==> src/rtl/apb_uart_pkg.sv <==
// Shared constants and state types for the APB UART bridge.
// Optional parity support is compiled in with UART_PARITY_EN.
package apb_uart_pkg;

    localparam logic [7:0] OFF_DATA   = 8'h00;
    localparam logic [7:0] OFF_STATUS = 8'h04;
    localparam logic [7:0] OFF_DIV    = 8'h08;
    localparam logic [7:0] OFF_CTRL   = 8'h0C;

    localparam int ST_TX_FULL  = 0;
    localparam int ST_TX_EMPTY = 1;
    localparam int ST_RX_EMPTY = 2;
    localparam int ST_RX_FULL  = 3;
    localparam int ST_OVR      = 4;
    localparam int ST_FERR     = 5;
    localparam int ST_PERR     = 6;
    localparam int ST_TX_BUSY  = 7;

    localparam int CT_TX_EN    = 0;
    localparam int CT_RX_EN    = 1;
    localparam int CT_IRQ_RX   = 2;
    localparam int CT_IRQ_TX   = 3;
    localparam int CT_IRQ_ERR  = 4;
    localparam int CT_PAR_EN   = 5;

    localparam logic [15:0] MIN_DIV = 16'd3;

    typedef enum logic [2:0] {
        TX_IDLE,
        TX_START,
        TX_DATA,
`ifdef UART_PARITY_EN
        TX_PARITY,
`endif
        TX_STOP
    } tx_state_t;

    typedef enum logic [2:0] {
        RX_IDLE,
        RX_START,
        RX_DATA,
`ifdef UART_PARITY_EN
        RX_PARITY,
`endif
        RX_STOP,
        RX_WAIT
    } rx_state_t;

    // Bit period is this value + 1 cycles.
    function automatic logic [15:0] eff_div(input logic [15:0] d);
        return (d < MIN_DIV) ? MIN_DIV : d;
    endfunction

endpackage

==> src/rtl/apb_uart_fifo.sv <==
// Synchronous FIFO with an extra pointer bit to tell full from empty.
module apb_uart_fifo #(
    parameter int WIDTH = 8,
    parameter int DEPTH = 8
) (
    input  logic             clk,
    input  logic             rst_n,
    input  logic             push,
    input  logic             pop,
    input  logic [WIDTH-1:0] wdata,
    output logic [WIDTH-1:0] rdata,
    output logic             full,
    output logic             empty
);

    localparam int AW = $clog2(DEPTH);

    logic [AW:0]      wr_ptr, rd_ptr;
    logic [WIDTH-1:0] mem [DEPTH];
    logic             do_push, do_pop;

    assign do_push = push & ~full;
    assign do_pop  = pop & ~empty;
    assign empty   = (wr_ptr == rd_ptr);
    assign full    = (wr_ptr[AW] != rd_ptr[AW]) && (wr_ptr[AW-1:0] == rd_ptr[AW-1:0]);
    assign rdata   = mem[rd_ptr[AW-1:0]];

    always_ff @(posedge clk or negedge rst_n) begin
        if (!rst_n) begin
            wr_ptr <= '0;
            rd_ptr <= '0;
        end else begin
            if (do_push) wr_ptr <= wr_ptr + (AW+1)'(1);
            if (do_pop)  rd_ptr <= rd_ptr + (AW+1)'(1);
        end
    end

    always_ff @(posedge clk) begin
        if (do_push) mem[wr_ptr[AW-1:0]] <= wdata;
    end

endmodule

==> src/rtl/apb_uart_bridge.sv <==
// APB slave UART with TX/RX FIFOs, programmable divisor and level irq.
// Define UART_PARITY_EN to build in even-parity generation and checking.
module apb_uart_bridge
    import apb_uart_pkg::*;
#(
    parameter int          DATA_BITS  = 8,
    parameter int          FIFO_DEPTH = 8,
    parameter logic [15:0] DIV_RESET  = 16'd433
) (
    input  logic        PCLK,
    input  logic        PRESETn,
    input  logic        PSEL,
    input  logic        PENABLE,
    input  logic        PWRITE,
    input  logic [7:0]  PADDR,
    input  logic [31:0] PWDATA,
    output logic [31:0] PRDATA,
    output logic        PREADY,
    output logic        PSLVERR,
    input  logic        rx,
    output logic        tx,
    output logic        irq
);

    localparam int             BW       = $clog2(DATA_BITS);
    localparam logic [BW-1:0]  LAST_BIT = BW'(DATA_BITS - 1);

    logic                 acc, wr, rd, sel_data, sel_status, sel_div, sel_ctrl, addr_ok;
    logic [7:0]           addr_w, status;
    logic [15:0]          div_q;
    logic [5:0]           ctrl_q;
    logic [2:0]           flags;  // {perr, ferr, ovr}
    logic                 tx_push, tx_pop, tx_full, tx_empty;
    logic                 rx_push, rx_pop, rx_full, rx_empty;
    logic [DATA_BITS-1:0] tx_rdata, rx_rdata;
    tx_state_t            tx_state, tx_nstate;
    rx_state_t            rx_state, rx_nstate;
    logic [15:0]          tx_cnt, tx_div, rx_cnt, rx_div;
    logic [DATA_BITS-1:0] tx_shift, rx_shift;
    logic [BW-1:0]        tx_idx, rx_idx;
    logic                 tx_load, tx_tick, rx_arm, rx_tick, rx_fall;
    logic                 rx_s1, rx_s2, rx_prev;
    logic                 set_ovr, set_ferr, set_perr;
    logic                 unused_bits;
`ifdef UART_PARITY_EN
    logic                 tx_par, rx_pbad;
`endif

    assign unused_bits = ^{PADDR[1:0], PWDATA[31:16]};

    assign acc        = PSEL & PENABLE;
    assign wr         = acc & PWRITE;
    assign rd         = acc & ~PWRITE;
    assign addr_w     = {PADDR[7:2], 2'b00};
    assign sel_data   = (addr_w == OFF_DATA);
    assign sel_status = (addr_w == OFF_STATUS);
    assign sel_div    = (addr_w == OFF_DIV);
    assign sel_ctrl   = (addr_w == OFF_CTRL);
    assign addr_ok    = sel_data | sel_status | sel_div | sel_ctrl;
    assign PREADY     = 1'b1;
    assign tx_push    = wr & sel_data & ~tx_full;
    assign rx_pop     = rd & sel_data & ~rx_empty;

    always_comb begin
        status              = '0;
        status[ST_TX_FULL]  = tx_full;
        status[ST_TX_EMPTY] = tx_empty;
        status[ST_RX_EMPTY] = rx_empty;
        status[ST_RX_FULL]  = rx_full;
        status[ST_OVR]      = flags[0];
        status[ST_FERR]     = flags[1];
        status[ST_PERR]     = flags[2];
        status[ST_TX_BUSY]  = (tx_state != TX_IDLE);
    end

    always_comb begin
        PRDATA  = '0;
        PSLVERR = 1'b0;
        if (acc) begin
            if (!addr_ok) begin
                PSLVERR = 1'b1;
            end else if (sel_data) begin
                if (PWRITE)        PSLVERR = tx_full;
                else if (rx_empty) PSLVERR = 1'b1;
                else               PRDATA  = {{(32-DATA_BITS){1'b0}}, rx_rdata};
            end else if (!PWRITE) begin
                if (sel_status)   PRDATA = {24'd0, status};
                else if (sel_div) PRDATA = {16'd0, div_q};
                else              PRDATA = {26'd0, ctrl_q};
            end
        end
    end

    always_ff @(posedge PCLK or negedge PRESETn) begin
        if (!PRESETn) begin
            div_q  <= DIV_RESET;
            ctrl_q <= '0;
            flags  <= '0;
            irq    <= 1'b0;
        end else begin
            if (wr && sel_div) div_q <= PWDATA[15:0];
`ifdef UART_PARITY_EN
            if (wr && sel_ctrl) ctrl_q <= PWDATA[5:0];
`else
            if (wr && sel_ctrl) ctrl_q <= {1'b0, PWDATA[4:0]};
`endif
            // A new error in the same cycle as a clear wins.
            flags <= (flags & ~((wr && sel_status) ? PWDATA[6:4] : 3'b000))
                   | {set_perr, set_ferr, set_ovr};
            irq   <= (ctrl_q[CT_IRQ_RX] & ~rx_empty)
                   | (ctrl_q[CT_IRQ_TX] & tx_empty & (tx_state == TX_IDLE))
                   | (ctrl_q[CT_IRQ_ERR] & (|flags));
        end
    end

    apb_uart_fifo #(.WIDTH(DATA_BITS), .DEPTH(FIFO_DEPTH)) u_tx_fifo (
        .clk(PCLK), .rst_n(PRESETn), .push(tx_push), .pop(tx_pop),
        .wdata(PWDATA[DATA_BITS-1:0]), .rdata(tx_rdata), .full(tx_full), .empty(tx_empty)
    );

    apb_uart_fifo #(.WIDTH(DATA_BITS), .DEPTH(FIFO_DEPTH)) u_rx_fifo (
        .clk(PCLK), .rst_n(PRESETn), .push(rx_push), .pop(rx_pop),
        .wdata(rx_shift), .rdata(rx_rdata), .full(rx_full), .empty(rx_empty)
    );

    // ---------------- transmitter ----------------
    assign tx_tick = (tx_cnt == 16'd0);

    always_comb begin
        tx_nstate = tx_state;
        tx_pop    = 1'b0;
        tx_load   = 1'b0;
        case (tx_state)
            TX_IDLE: if (ctrl_q[CT_TX_EN] && !tx_empty) begin
                tx_pop = 1'b1; tx_load = 1'b1; tx_nstate = TX_START;
            end
            TX_START: if (tx_tick) tx_nstate = TX_DATA;
            TX_DATA: if (tx_tick && tx_idx == LAST_BIT) begin
                tx_nstate = TX_STOP;
`ifdef UART_PARITY_EN
                if (ctrl_q[CT_PAR_EN]) tx_nstate = TX_PARITY;
`endif
            end
`ifdef UART_PARITY_EN
            TX_PARITY: if (tx_tick) tx_nstate = TX_STOP;
`endif
            TX_STOP: if (tx_tick) begin
                if (ctrl_q[CT_TX_EN] && !tx_empty) begin
                    tx_pop = 1'b1; tx_load = 1'b1; tx_nstate = TX_START;
                end else begin
                    tx_nstate = TX_IDLE;
                end
            end
            default: tx_nstate = TX_IDLE;
        endcase
    end

    always_ff @(posedge PCLK or negedge PRESETn) begin
        if (!PRESETn) begin
            tx_state <= TX_IDLE;
            tx_cnt   <= '0;
            tx_div   <= MIN_DIV;
            tx_shift <= '0;
            tx_idx   <= '0;
`ifdef UART_PARITY_EN
            tx_par   <= 1'b0;
`endif
        end else begin
            tx_state <= tx_nstate;
            if (tx_load) begin
                // Divisor is latched per character so DIV writes never stretch a bit.
                tx_shift <= tx_rdata;
                tx_cnt   <= eff_div(div_q);
                tx_div   <= eff_div(div_q);
                tx_idx   <= '0;
`ifdef UART_PARITY_EN
                tx_par   <= ^tx_rdata;
`endif
            end else if (tx_state != TX_IDLE) begin
                if (tx_tick) begin
                    tx_cnt <= tx_div;
                    if (tx_state == TX_DATA) begin
                        tx_shift <= tx_shift >> 1;
                        tx_idx   <= tx_idx + BW'(1);
                    end
                end else begin
                    tx_cnt <= tx_cnt - 16'd1;
                end
            end
        end
    end

    always_comb begin
        tx = 1'b1;
        case (tx_state)
            TX_START:  tx = 1'b0;
            TX_DATA:   tx = tx_shift[0];
`ifdef UART_PARITY_EN
            TX_PARITY: tx = tx_par;
`endif
            default:   tx = 1'b1;
        endcase
    end

    // ---------------- receiver ----------------
    always_ff @(posedge PCLK or negedge PRESETn) begin
        if (!PRESETn) begin
            rx_s1   <= 1'b1;
            rx_s2   <= 1'b1;
            rx_prev <= 1'b1;
        end else begin
            rx_s1   <= rx;
            rx_s2   <= rx_s1;
            rx_prev <= rx_s2;
        end
    end

    assign rx_fall = rx_prev & ~rx_s2;
    assign rx_tick = (rx_cnt == 16'd0);

    always_comb begin
        rx_nstate = rx_state;
        rx_arm    = 1'b0;
        rx_push   = 1'b0;
        set_ovr   = 1'b0;
        set_ferr  = 1'b0;
        set_perr  = 1'b0;
        case (rx_state)
            RX_IDLE: if (ctrl_q[CT_RX_EN] && rx_fall) begin
                rx_arm = 1'b1; rx_nstate = RX_START;
            end
            RX_START: if (rx_tick) rx_nstate = rx_s2 ? RX_IDLE : RX_DATA;
            RX_DATA: if (rx_tick && rx_idx == LAST_BIT) begin
                rx_nstate = RX_STOP;
`ifdef UART_PARITY_EN
                if (ctrl_q[CT_PAR_EN]) rx_nstate = RX_PARITY;
`endif
            end
`ifdef UART_PARITY_EN
            RX_PARITY: if (rx_tick) rx_nstate = RX_STOP;
`endif
            RX_STOP: if (rx_tick) begin
                if (!rx_s2) begin
                    set_ferr  = 1'b1;
                    rx_nstate = RX_WAIT;
                end else begin
                    rx_nstate = RX_IDLE;
`ifdef UART_PARITY_EN
                    if (rx_pbad) set_perr = 1'b1; else
`endif
                    if (rx_full) set_ovr = 1'b1;
                    else         rx_push = 1'b1;
                end
            end
            // Break / framing error: don't re-arm on a line that is still low.
            RX_WAIT: if (rx_s2) rx_nstate = RX_IDLE;
            default: rx_nstate = RX_IDLE;
        endcase
    end

    always_ff @(posedge PCLK or negedge PRESETn) begin
        if (!PRESETn) begin
            rx_state <= RX_IDLE;
            rx_cnt   <= '0;
            rx_div   <= MIN_DIV;
            rx_shift <= '0;
            rx_idx   <= '0;
`ifdef UART_PARITY_EN
            rx_pbad  <= 1'b0;
`endif
        end else begin
            rx_state <= rx_nstate;
            if (rx_arm) begin
                rx_cnt  <= eff_div(div_q) >> 1;
                rx_div  <= eff_div(div_q);
                rx_idx  <= '0;
`ifdef UART_PARITY_EN
                rx_pbad <= 1'b0;
`endif
            end else if (rx_state != RX_IDLE && rx_state != RX_WAIT) begin
                if (rx_tick) begin
                    rx_cnt <= rx_div;
                    if (rx_state == RX_DATA) begin
                        rx_shift <= {rx_s2, rx_shift[DATA_BITS-1:1]};
                        rx_idx   <= rx_idx + BW'(1);
                    end
`ifdef UART_PARITY_EN
                    if (rx_state == RX_PARITY) rx_pbad <= rx_s2 ^ (^rx_shift);
`endif
                end else begin
                    rx_cnt <= rx_cnt - 16'd1;
                end
            end
        end
    end

endmodule

==> config.mk <==
export PLATFORM = sky130hd
export DESIGN_NAME = apb_uart_bridge
export DESIGN_NICKNAME = d
export VERILOG_FILES = /design/src/rtl/apb_uart_pkg.sv /design/src/rtl/apb_uart_fifo.sv /design/src/rtl/apb_uart_bridge.sv
export SDC_FILE = /design/constraint.sdc
export NUM_CORES = 1
export LEC_CHECK = 0
export ABC_CLOCK_PERIOD_IN_PS = 4000
export BUFFER_PORTS_ARGS = -buffer_cell sky130_fd_sc_hd__buf_2
export CORE_UTILIZATION = 40
export DETAILED_ROUTE_END_ITERATION = 6
export SKIP_CTS_REPAIR_TIMING = 1
export SYNTH_ARGS = -nofsm -noshare
export SYNTH_HDL_FRONTEND = slang
export SYNTH_SLANG_ARGS = --single-unit
==> constraint.sdc <==
create_clock -name PCLK -period 4 [get_ports PCLK]
set_input_delay 0.2 -clock PCLK [delete_from_list [all_inputs] [get_ports PCLK]]
set_output_delay 0.2 -clock PCLK [all_outputs]
set_load 0.05 [all_outputs]
==> flow_metrics.tcl, run 1 <==
set metrics [dict create \
    wl_um 28500 \
    crit_start "u_rx_fifo.rd_ptr[0]$_DFFE_PN0P_" \
    finish.net_count 1065 \
    fp.coreArea_mm2 0.03051 \
    finalPower_mw 7.020 \
    status "complete, no violations" \
    clock_sinks 263 \
    clockBufferDepth 3 \
    clkSlewWorstSetupHoldPaths_ns 0.06 \
    max_freq_ghz 0.3199 \
    die_w_um 178.1 \
    rows 64 \
    path_delay_family "compound AO/OA/AOI/OAI gates" \
    avgSynthCellArea_um2 13.30 \
    finalSetupViolCount 0 \
    place_area_mm2 0.01312 \
    synthFlopType "edfxtp_1" \
    firstDrtPassIters 5 \
    worstPathArrival_ns 2.93 \
    slew_headroom 0.4150 \
    synthesis.area_mm2 0.01240 \
    min-delay-start "PWDATA[3]" \
    dp.cells 1360 \
    worstMarginPinSlew_ns 0.8680 \
    clock-skew-final_ns 0.01348 \
    post-route-period-util 0.7814 \
    netlist_top_cells_area "edfxtp_1, dfrtp_1, mux4_2, mux2_2, mux2i_1" \
    antenna_found_initial 1 \
    clk-insertion-delay-late_ns 0.55 \
    cts_tree "done" \
    wl_per_cell_um 20.04 \
    ys_ff_latch 263 \
    io_pins 82 \
    layout-drive-gt1-share 0.2283 \
    slew_viol_final 0 \
    yosys.area.top_type_share 0.3100 \
    fin_setup_tns_ns 0 \
    area_growth_pct 13.58 \
    worst_ep_required_time_ns 3.80 \
    async_flop_share 0.5133 \
    path_max_fanout 20 \
    crit_chain "buf_4 > xnor2_1 > nand4b_1 > nand2_1 > a211oi_1 > o311a_1 > buf_2" \
    cts_root_buf "clkbuf_16" \
    final_area_mm2 0.01408 \
    grt_pass1_wl_um 44870 \
    detail-route-antenna-nets 0 \
    crit_type "flop to primary output" \
    max_stage_delay_ns 0.54 \
    place_congestion 0.8217 \
    grt_pass1_vias 7855 \
    end_kind "primary output" \
    synth_edf_count 128 \
    numPortBuffers 46 \
    grt_max_degree 70 \
    p_leak_nw 5.575 \
    drt_iter0_markers 525 \
    start_kind "flop" \
    drc_errors 0 \
    cts_buffers 28 \
    rsz0062_at_grt "false" \
    syn-instance-count 932 \
    die_y_um 178.1 \
    hpwl_um 19110 \
    synth_cell_type_count 88 \
    cap_violations 0 \
    rrSetupSlack_ns 1.15 \
    fin_cells 1422 \
    htree_levels 1 \
    crit_buf_inv 2 \
    gr-total-overflow 0 \
    cpMaxStageDelayCell "a211oi_1" \
    hp-class "input pin to flop" \
    via_per_inst 5.514 \
    finalHoldViolCount 0 \
    vdd_drop_max_mv 0.5321 \
    vias 7841 \
    grt_use_total 0.1842 \
    synth_top_area_cell "edfxtp_1" \
    fin_crit_ns 3.125 \
    initial_core_util 0.4064 \
    r2r-start "tx_cnt[0]$_DFFE_PN0P_" \
    dieArea_mm2 0.03170 \
    yosys_warnings 0 \
    synth.yosys.seq_area_share 0.5837 \
    powerDensity_mw_per_mm2 498.5 \
]
-- power by group --
group / internal (mW) / switching [mW]
Sequential: 3.03 / 0.244
Combinational: 0.497 / 0.815
Clock: 1.39 / 1.05
-- layout make-up --
class,instances,area [um^2]
clock buffer,36,750.7
antenna,1,2.502
clock inverter,15,113.9
sequential,263,7237
tap,396,495.5
inverter,25,93.84
multi-input combinational,600,4827
fill,2752,16430
timing repair buffer,86,561.8
-- synth_stat cells, types with 10 or more instances --
library cell,number
buf_4,21
nand3_1,20
nor3_1,26
xor2_1,12
nand4_1,13
ha_1,15
nand2_1,79
a31oi_1,10
inv_1,25
nor2_1,43
edfxtp_1,128
mux4_2,32
dfstp_2,12
xnor2_1,18
mux2_1,13
mux2i_1,39
dfrtp_1,123
clkbuf_1,24
o21ai_0,23
mux2_2,40
buf_2,12
and2_1,11
a21oi_1,22
nor4_1,12
-- placed cells by master, fill, tap and decap left out, drive strengths merged, types with 25 or more instances in the layout --
| cell | n |
|---|---|
| mux4 | 32 |
| inv | 25 |
| buf | 76 |
| nand2 | 81 |
| nor3 | 32 |
| mux2 | 53 |
| clkbuf | 36 |
| dfrtp | 123 |
| nor2 | 45 |
| edfxtp | 128 |
| o21ai | 29 |
| mux2i | 39 |
-- metal layers --
metal / up-vias / GRT usage / wire (um)
li1: 3687 / - / -
met1: 3963 / 0.2526 / 12710
met2: 159 / 0.3136 / 14240
met3: 32 / 0.02174 / 1127
met4: 0 / 0.04024 / 422
met5: - / 0 / 0
-- registers in the layout, indices dropped and copies added, names as in the netlist, 5 cells and up --
register	flops
u_rx_fifo.mem	64
u_tx_fifo.mem	64
tx_cnt	16
tx_shift	8
rx_div	16
tx_div	16
rx_shift	8
ctrl_q	5
div_q	16
rx_cnt	16
-- final timing paths --
path                                                        end  cells after the start
worst max-delay path                                  PRDATA[3]                      7
worst max register to register  u_tx_fifo.rd_ptr[1]$_DFFE_PN0P_                      7
worst min register to register                  rx_s2$_DFF_PN1_                      0
min in group asynchronous                tx_div[13]$_DFFE_PN0P_                      2
max in group asynchronous                  div_q[4]$_DFFE_PN1P_                      3
worst min-delay path              u_tx_fifo.mem[1][3]$_DFFE_PP_                      1
-- metrics by stage --
step                hold slack [ns]  setup WS [ns]    util
finish                     0.004094         0.8745  0.4616
global route                0.01124         0.6388  0.4616
CTS                         -0.3070         0.8578  0.4582
detailed placement           0.2672          1.170  0.4299
global placement             0.2704          1.190  0.4299
floorplan                  -0.09559          1.095       -
-- cells by family after synthesis --
family / count (synthesis) / synth area share
xor gates and xnor gates: 32 / 0.02382
buffers and inverters: 84 / 0.03300
adders and majority gates: 15 / 0.01514
and+or+nand+nor: 259 / 0.1136
AOI/OAI and AO/OA: 153 / 0.09234
other: 2 / 0.0006057
DFF: 263 / 0.5837
muxes: 124 / 0.1378
(Power assumes the default switching activity.)
==> run 2, diff against run 1 <==
Settings changed: ABC_AREA from default to 1, ABC_CLOCK_PERIOD_IN_PS 4000 to 2800.
Clock period 4 ns to 2.8 ns, I/O delays scaled along.
==> flow_metrics.tcl, run 2 <==
set metrics [dict create \
    cts_root_buf "clkbuf_16" \
    rsz0062_at_grt "false" \
    vdd_drop_max_mv 0.4838 \
    worstPathArrival_ns 2.55 \
    synth_common_cells "nand2_1, nor2_1, edfxtp_1" \
    vias 9811 \
    ys_ff_latch 263 \
    fp.coreArea_mm2 0.03156 \
    hpwl_um 20700 \
    hold_end "u_tx_fifo.wr_ptr[0]$_DFFE_PN0P_" \
    synth_edf_count 128 \
    clockBufferDepth 3 \
    synth_cell_type_count 46 \
    setup_ws_ns 0.1094 \
    layout-drive-gt1-share 0.1311 \
    start_kind "flop" \
    rows 65 \
    end_kind "primary output" \
    synthFlopType "edfxtp_1" \
    avgSynthCellArea_um2 8.849 \
    worstMarginPinSlew_ns 0.7493 \
    max_freq_ghz 0.3717 \
    clock_sinks 263 \
    grt_pass1_vias 9375 \
    n_antenna_cell 0 \
    initial_core_util 0.4063 \
    post-synth-top-count-cell "nand2_1" \
    status "complete, no violations" \
    netlist_top_cells_area "edfxtp_1, dfrtp_1, nand2_1, nor2_1, nand3_1" \
    drc_errors 0 \
    firstDrtPassIters 7 \
    syn-instance-count 1449 \
    finalHoldViolCount 0 \
    grt_max_degree 78 \
    max_stage_delay_ns 0.50 \
    slew_headroom 0.5004 \
    r2r-start "rx_cnt[0]$_DFFE_PN0P_" \
    clkSlewWorstSetupHoldPaths_ns 0.06 \
    powerDensity_mw_per_mm2 760.1 \
    yosys_warnings 0 \
    r2r_cells 9 \
    p_leak_nw 6.580 \
    cts_tree "done" \
    drt_iter0_markers 754 \
    synth.yosys.seq_area_share 0.5644 \
    synthesis.area_mm2 0.01282 \
    dieArea_mm2 0.03278 \
    die_y_um 181.0 \
    die_w_um 181.0 \
    gr-total-overflow 0 \
    async_flop_share 0.5133 \
    antenna_found_initial 0 \
    cts_buffers 29 \
    grt_use_total 0.1882 \
    finalPower_mw 11.24 \
    io_pins 82 \
    min-delay-start "PADDR[2]" \
    htree_levels 1 \
    yosys.area.top_type_share 0.2998 \
    whs_path_depth 5 \
    cap_violations 0 \
    synth_top_area_cell "edfxtp_1" \
    crit_type "flop to primary output" \
    fin_crit_ns 2.691 \
    clock-skew-final_ns 0.01945 \
    detail-route-antenna-nets 0 \
    rrSetupSlack_ns 0.51 \
    layout.cells.most_common "nand2_1" \
    post-route-period-util 0.9609 \
    hp-class "input pin to flop" \
    place_congestion 0.8696 \
    numPortBuffers 46 \
    grt_pass1_wl_um 49690 \
    crit_chain "xnor2_1 > nand2_1 > nor2_1 > nand2_1 > nand2_1 > nand3_1 > a21oi_1 > clkbuf_4" \
    wl_per_cell_um 15.34 \
    path_max_fanout 8 \
    cpMaxStageDelayCell "dfrtp_1" \
    clk-insertion-delay-late_ns 0.56 \
    final_cell_mix "nand2_1, nor2_1, edfxtp_1" \
    worst_ep_required_time_ns 2.66 \
    area_growth_pct 15.31 \
    via_per_inst 4.990 \
    cp_common_cell "nand2_1" \
    finish.net_count 1602 \
    slew_viol_final 0 \
    finalSetupViolCount 0 \
    place_ws_ns 0.4896 \
    reg2reg_to "u_rx_fifo.mem[5][1]$_DFFE_PP_" \
    wl_um 30160 \
]
## run 2: changes by cell type in the layout (fill, tap and decap cells not counted), moves of 23 or more
cell / before / now
buf_4: 30 / 53
inv_1: 25 / 108
mux2_2: 40 / 2
mux2i_1: 39 / 0
mux4_2: 32 / 0
nand2_1: 79 / 417
nand3_1: 20 / 119
nor2_1: 43 / 159
o21ai_0: 23 / 103
## run 2: area by class of cell
class | instances | area, um^2
fill | 3000 | 16770
sequential | 263 | 7238
multi-input combinational | 1014 | 4795
clock buffer | 42 | 864.6
timing repair buffer | 117 | 817.0
tap | 402 | 503.0
inverter | 116 | 435.4
clock inverter | 12 | 132.6
## run 2: logic make-up after synthesis
| group | count (synthesis) | synth area share |
|---|---|---|
| AO/OA/AOI/OAI | 186 | 0.08236 |
| other | 2 | 0.0005857 |
| AND/OR/NAND/NOR | 767 | 0.2516 |
| adder cells (fa/ha/maj) | 15 | 0.01464 |
| XOR/XNOR | 27 | 0.01844 |
| buffers and inverters | 187 | 0.06626 |
| flip-flops | 263 | 0.5644 |
| multiplexers | 2 | 0.001756 |
## run 2: where the power goes
| part | leakage [nW] | total [mW] | internal [mW] | switching (mW) |
|---|---|---|---|---|
| sequential | 2.85 | 4.76 | 4.40 | 0.352 |
| combinational | 3.23 | 2.60 | 0.890 | 1.71 |
| clock | 0.497 | 3.88 | 2.33 | 1.55 |
| total | 6.58 | 11.2 | 7.63 | 3.61 |
## run 2: per-stage QoR
stage | hold WS, ns | std cells | utilization | area [um^2] | TNS, ns
2_1_floorplan | -0.1556 | 1464 | - | 12880 | 0
3_3_place_gp | 0.2290 | 1893 | 0.4308 | 13590 | 0
3_5_place_dp | 0.2277 | 1893 | 0.4308 | 13590 | 0
4_1_cts | -0.3493 | 1947 | 0.4624 | 14590 | -0.1140
5_1_grt | 0.1198 | 1966 | 0.4686 | 14790 | 0
6_report | 0.09268 | 1966 | 0.4686 | 14790 | 0
## run 2: critical path: cells and delay by family (launching register included)
kind / cells / cell delay, ns
AO/OA/AOI/OAI: 1 / 0.30
XOR/XNOR: 1 / 0.21
AND/OR/NAND/NOR: 5 / 0.67
flip-flops: 1 / 0.50
buffers and inverters: 1 / 0.31
## run 2: layer usage
| metal | track usage | part of all wire | vias up |
|---|---|---|---|
| met1 | 0.2655 | 0.47 | 4637 |
| met2 | 0.3090 | 0.46 | 195 |
| met5 | 0 | 0 | - |
| li1 | - | - | 4941 |
| met3 | 0.02258 | 0.044 | 38 |
| met4 | 0.04542 | 0.019 | 0 |
## run 2: worst max-delay path by stage
stage	start	depth (start not counted)	slack [ns]	endpoint
6_report	u_rx_fifo.rd_ptr[1]$_DFFE_PN0P_	8	0.11	PSLVERR
5_1_grt	u_rx_fifo.rd_ptr[1]$_DFFE_PN0P_	8	0.003	PRDATA[2]
4_1_cts	u_rx_fifo.rd_ptr[0]$_DFFE_PN0P_	8	-0.08	PRDATA[3]
3_5_place_dp	rx_cnt[0]$_DFFE_PN0P_	9	0.49	u_rx_fifo.mem[5][3]$_DFFE_PP_
3_3_place_gp	rx_cnt[0]$_DFFE_PN0P_	9	0.49	u_rx_fifo.mem[5][2]$_DFFE_PP_
2_1_floorplan	rx_cnt[0]$_DFFE_PN0P_	9	0.38	u_rx_fifo.mem[3][0]$_DFFE_PP_
==> run 3, diff against run 2 <==
Settings changed: ABC_CLOCK_PERIOD_IN_PS 2800 to 2600, BUFFER_PORTS_ARGS -buffer_cell sky130_fd_sc_hd__buf_2 to -buffer_cell sky130_fd_sc_hd__clkbuf_2.
Clock period 2.8 ns to 2.6 ns, I/O delays scaled along.
==> flow_metrics.tcl, run 3 (same netlist as run 2, synthesis figures left out) <==
set metrics [dict create \
    grt_pass1_vias 9593 \
    finalSetupViolCount 0 \
    powerDensity_mw_per_mm2 817.9 \
    clk-insertion-delay-late_ns 0.56 \
    crit_type "flop to primary output" \
    grt_max_degree 74 \
    finish.net_count 1600 \
    clock_sinks 263 \
    n_antenna_cell 0 \
    die_y_um 181.0 \
    antenna_found_initial 0 \
    cts_buffers 29 \
    slew_headroom 0.5296 \
    layout.cells.most_common "nand2_1" \
    max_freq_ghz 0.4050 \
    hold_end "u_tx_fifo.wr_ptr[0]$_DFFE_PN0P_" \
    drt-met1-wl_um 14090 \
    via_per_inst 5.072 \
    drc_errors 0 \
    io_pins 82 \
    whs_path_depth 5 \
    path_max_fanout 6 \
    grt_use_total 0.1898 \
    detail-route-antenna-nets 0 \
    fp.coreArea_mm2 0.03156 \
    area_growth_pct 16.04 \
    dr_wl_met3_um 1332 \
    wl_per_cell_um 15.54 \
    crit_start "u_rx_fifo.rd_ptr[1]$_DFFE_PN0P_" \
    status "complete, no violations" \
    cap_violations 0 \
    worst_ep_required_time_ns 2.47 \
    rrSetupSlack_ns 0.36 \
    clock-skew-final_ns 0.01451 \
    finalPower_mw 12.17 \
    die_w_um 181.0 \
    swShare 0.3231 \
    seqPwrFrac 0.421 \
    p_leak_nw 6.567 \
    layout-drive-gt1-share 0.1338 \
    worstMarginPinSlew_ns 0.7056 \
    clkSlewWorstSetupHoldPaths_ns 0.06 \
    place_congestion 0.8587 \
    r2r_cells 10 \
    cts_tree "done" \
    vias 9962 \
    switchingPower_mw 3.933 \
    hp-class "input pin to flop" \
    end_kind "primary output" \
    post-route-period-util 0.9496 \
    drt_iter0_markers 869 \
    highest-signal-layer "met4" \
    dieArea_mm2 0.03278 \
    rows 65 \
    grt_pass1_wl_um 50270 \
    hpwl_um 20700 \
    vdd_drop_max_mv 0.4535 \
    start_kind "flop" \
    dr_wl_met2_um 14470 \
    reg2reg_to "tx_shift[7]$_DFFE_PN0P_" \
    fin_crit_ns 2.469 \
    htree_levels 1 \
    fin_cells 1964 \
    gr-total-overflow 0 \
    rsz0062_at_grt "true" \
    final_cell_mix "nand2_1, nor2_1, edfxtp_1" \
    wl_um 30510 \
    p_clk_frac 0.349 \
    fin_setup_tns_ns 0 \
    combPwrFrac 0.230 \
    initial_core_util 0.4063 \
    firstDrtPassIters 6 \
    dp.cells 1892 \
    finalHoldViolCount 0 \
    slew_viol_final 0 \
    r2r-start "tx_cnt[0]$_DFFE_PN0P_" \
    p_int_mw 8.237 \
    worstPathArrival_ns 2.34 \
    numPortBuffers 46 \
    clockBufferDepth 3 \
    cts_root_buf "clkbuf_16" \
    min-delay-start "PADDR[2]" \
]
==> run 3: final cells by class <==
| cell class | instances | area [um^2] |
|---|---|---|
| Fill cell | 2964 | 16680 |
| Inverter | 116 | 435.4 |
| Clock inverter | 16 | 186.4 |
| Clock buffer | 38 | 819.5 |
| Multi-Input combinational cell | 1014 | 4816 |
| Timing Repair Buffer | 115 | 880.8 |
| Sequential cell | 263 | 7238 |
| Tap cell | 402 | 503.0 |
==> run 3: per-layer routing <==
layer	up-vias	global-route usage
li1	4931	-
met1	4772	0.2608
met2	216	0.3175
met3	43	0.02318
met4	0	0.05051
met5	-	0
==> run 3: how the worst max path moves through the flow <==
stage | end | slack [ns] | cells after the start
finish | PSLVERR | 0.13 | 8
global route | PRDATA[5] | -0.002 | 10
CTS | PRDATA[2] | -0.009 | 8
detailed placement | tx_shift[7]$_DFFE_PN0P_ | 0.36 | 10
global placement | tx_shift[7]$_DFFE_PN0P_ | 0.35 | 10
floorplan | u_rx_fifo.mem[3][0]$_DFFE_PP_ | 0.18 | 9
==> run 3: worst max-delay path, stage by stage, from the launching register on <==
cell and delay, ns:
dfrtp_1 0.45, xnor2_1 0.19, nand2_1 0.07, nor2_1 0.17
nand2_1 0.18, nand2_1 0.14, nand3_1 0.11, a21oi_2 0.28
buf_12 0.18
==> run 3: stage by stage <==
stage / setup slack, ns / util / area, um^2 / hold WS, ns
after floorplan: 0.1750 / - / 12880 / -0.1656
after global placement: 0.3525 / 0.4324 / 13640 / 0.2074
after detailed placement: 0.3611 / 0.4324 / 13640 / 0.2074
after CTS: -0.009168 / 0.4643 / 14650 / -0.3892
after global routing: -0.002374 / 0.4715 / 14880 / 0.1630
final: 0.1309 / 0.4715 / 14880 / 0.1327
==> run 3: power by group through the flow <==
| stage | Combinational [mW] | Clock [mW] | Sequential [mW] |
|---|---|---|---|
| 2_1_floorplan | 2.12 | 0 | 5.09 |
| 3_3_place_gp | 2.73 | 0 | 5.18 |
| 3_5_place_dp | 2.77 | 0 | 5.19 |
| 4_1_cts | 2.79 | 4.35 | 5.12 |
| 5_1_grt | 3.22 | 4.52 | 5.17 |
| 6_report | 2.80 | 4.25 | 5.12 |
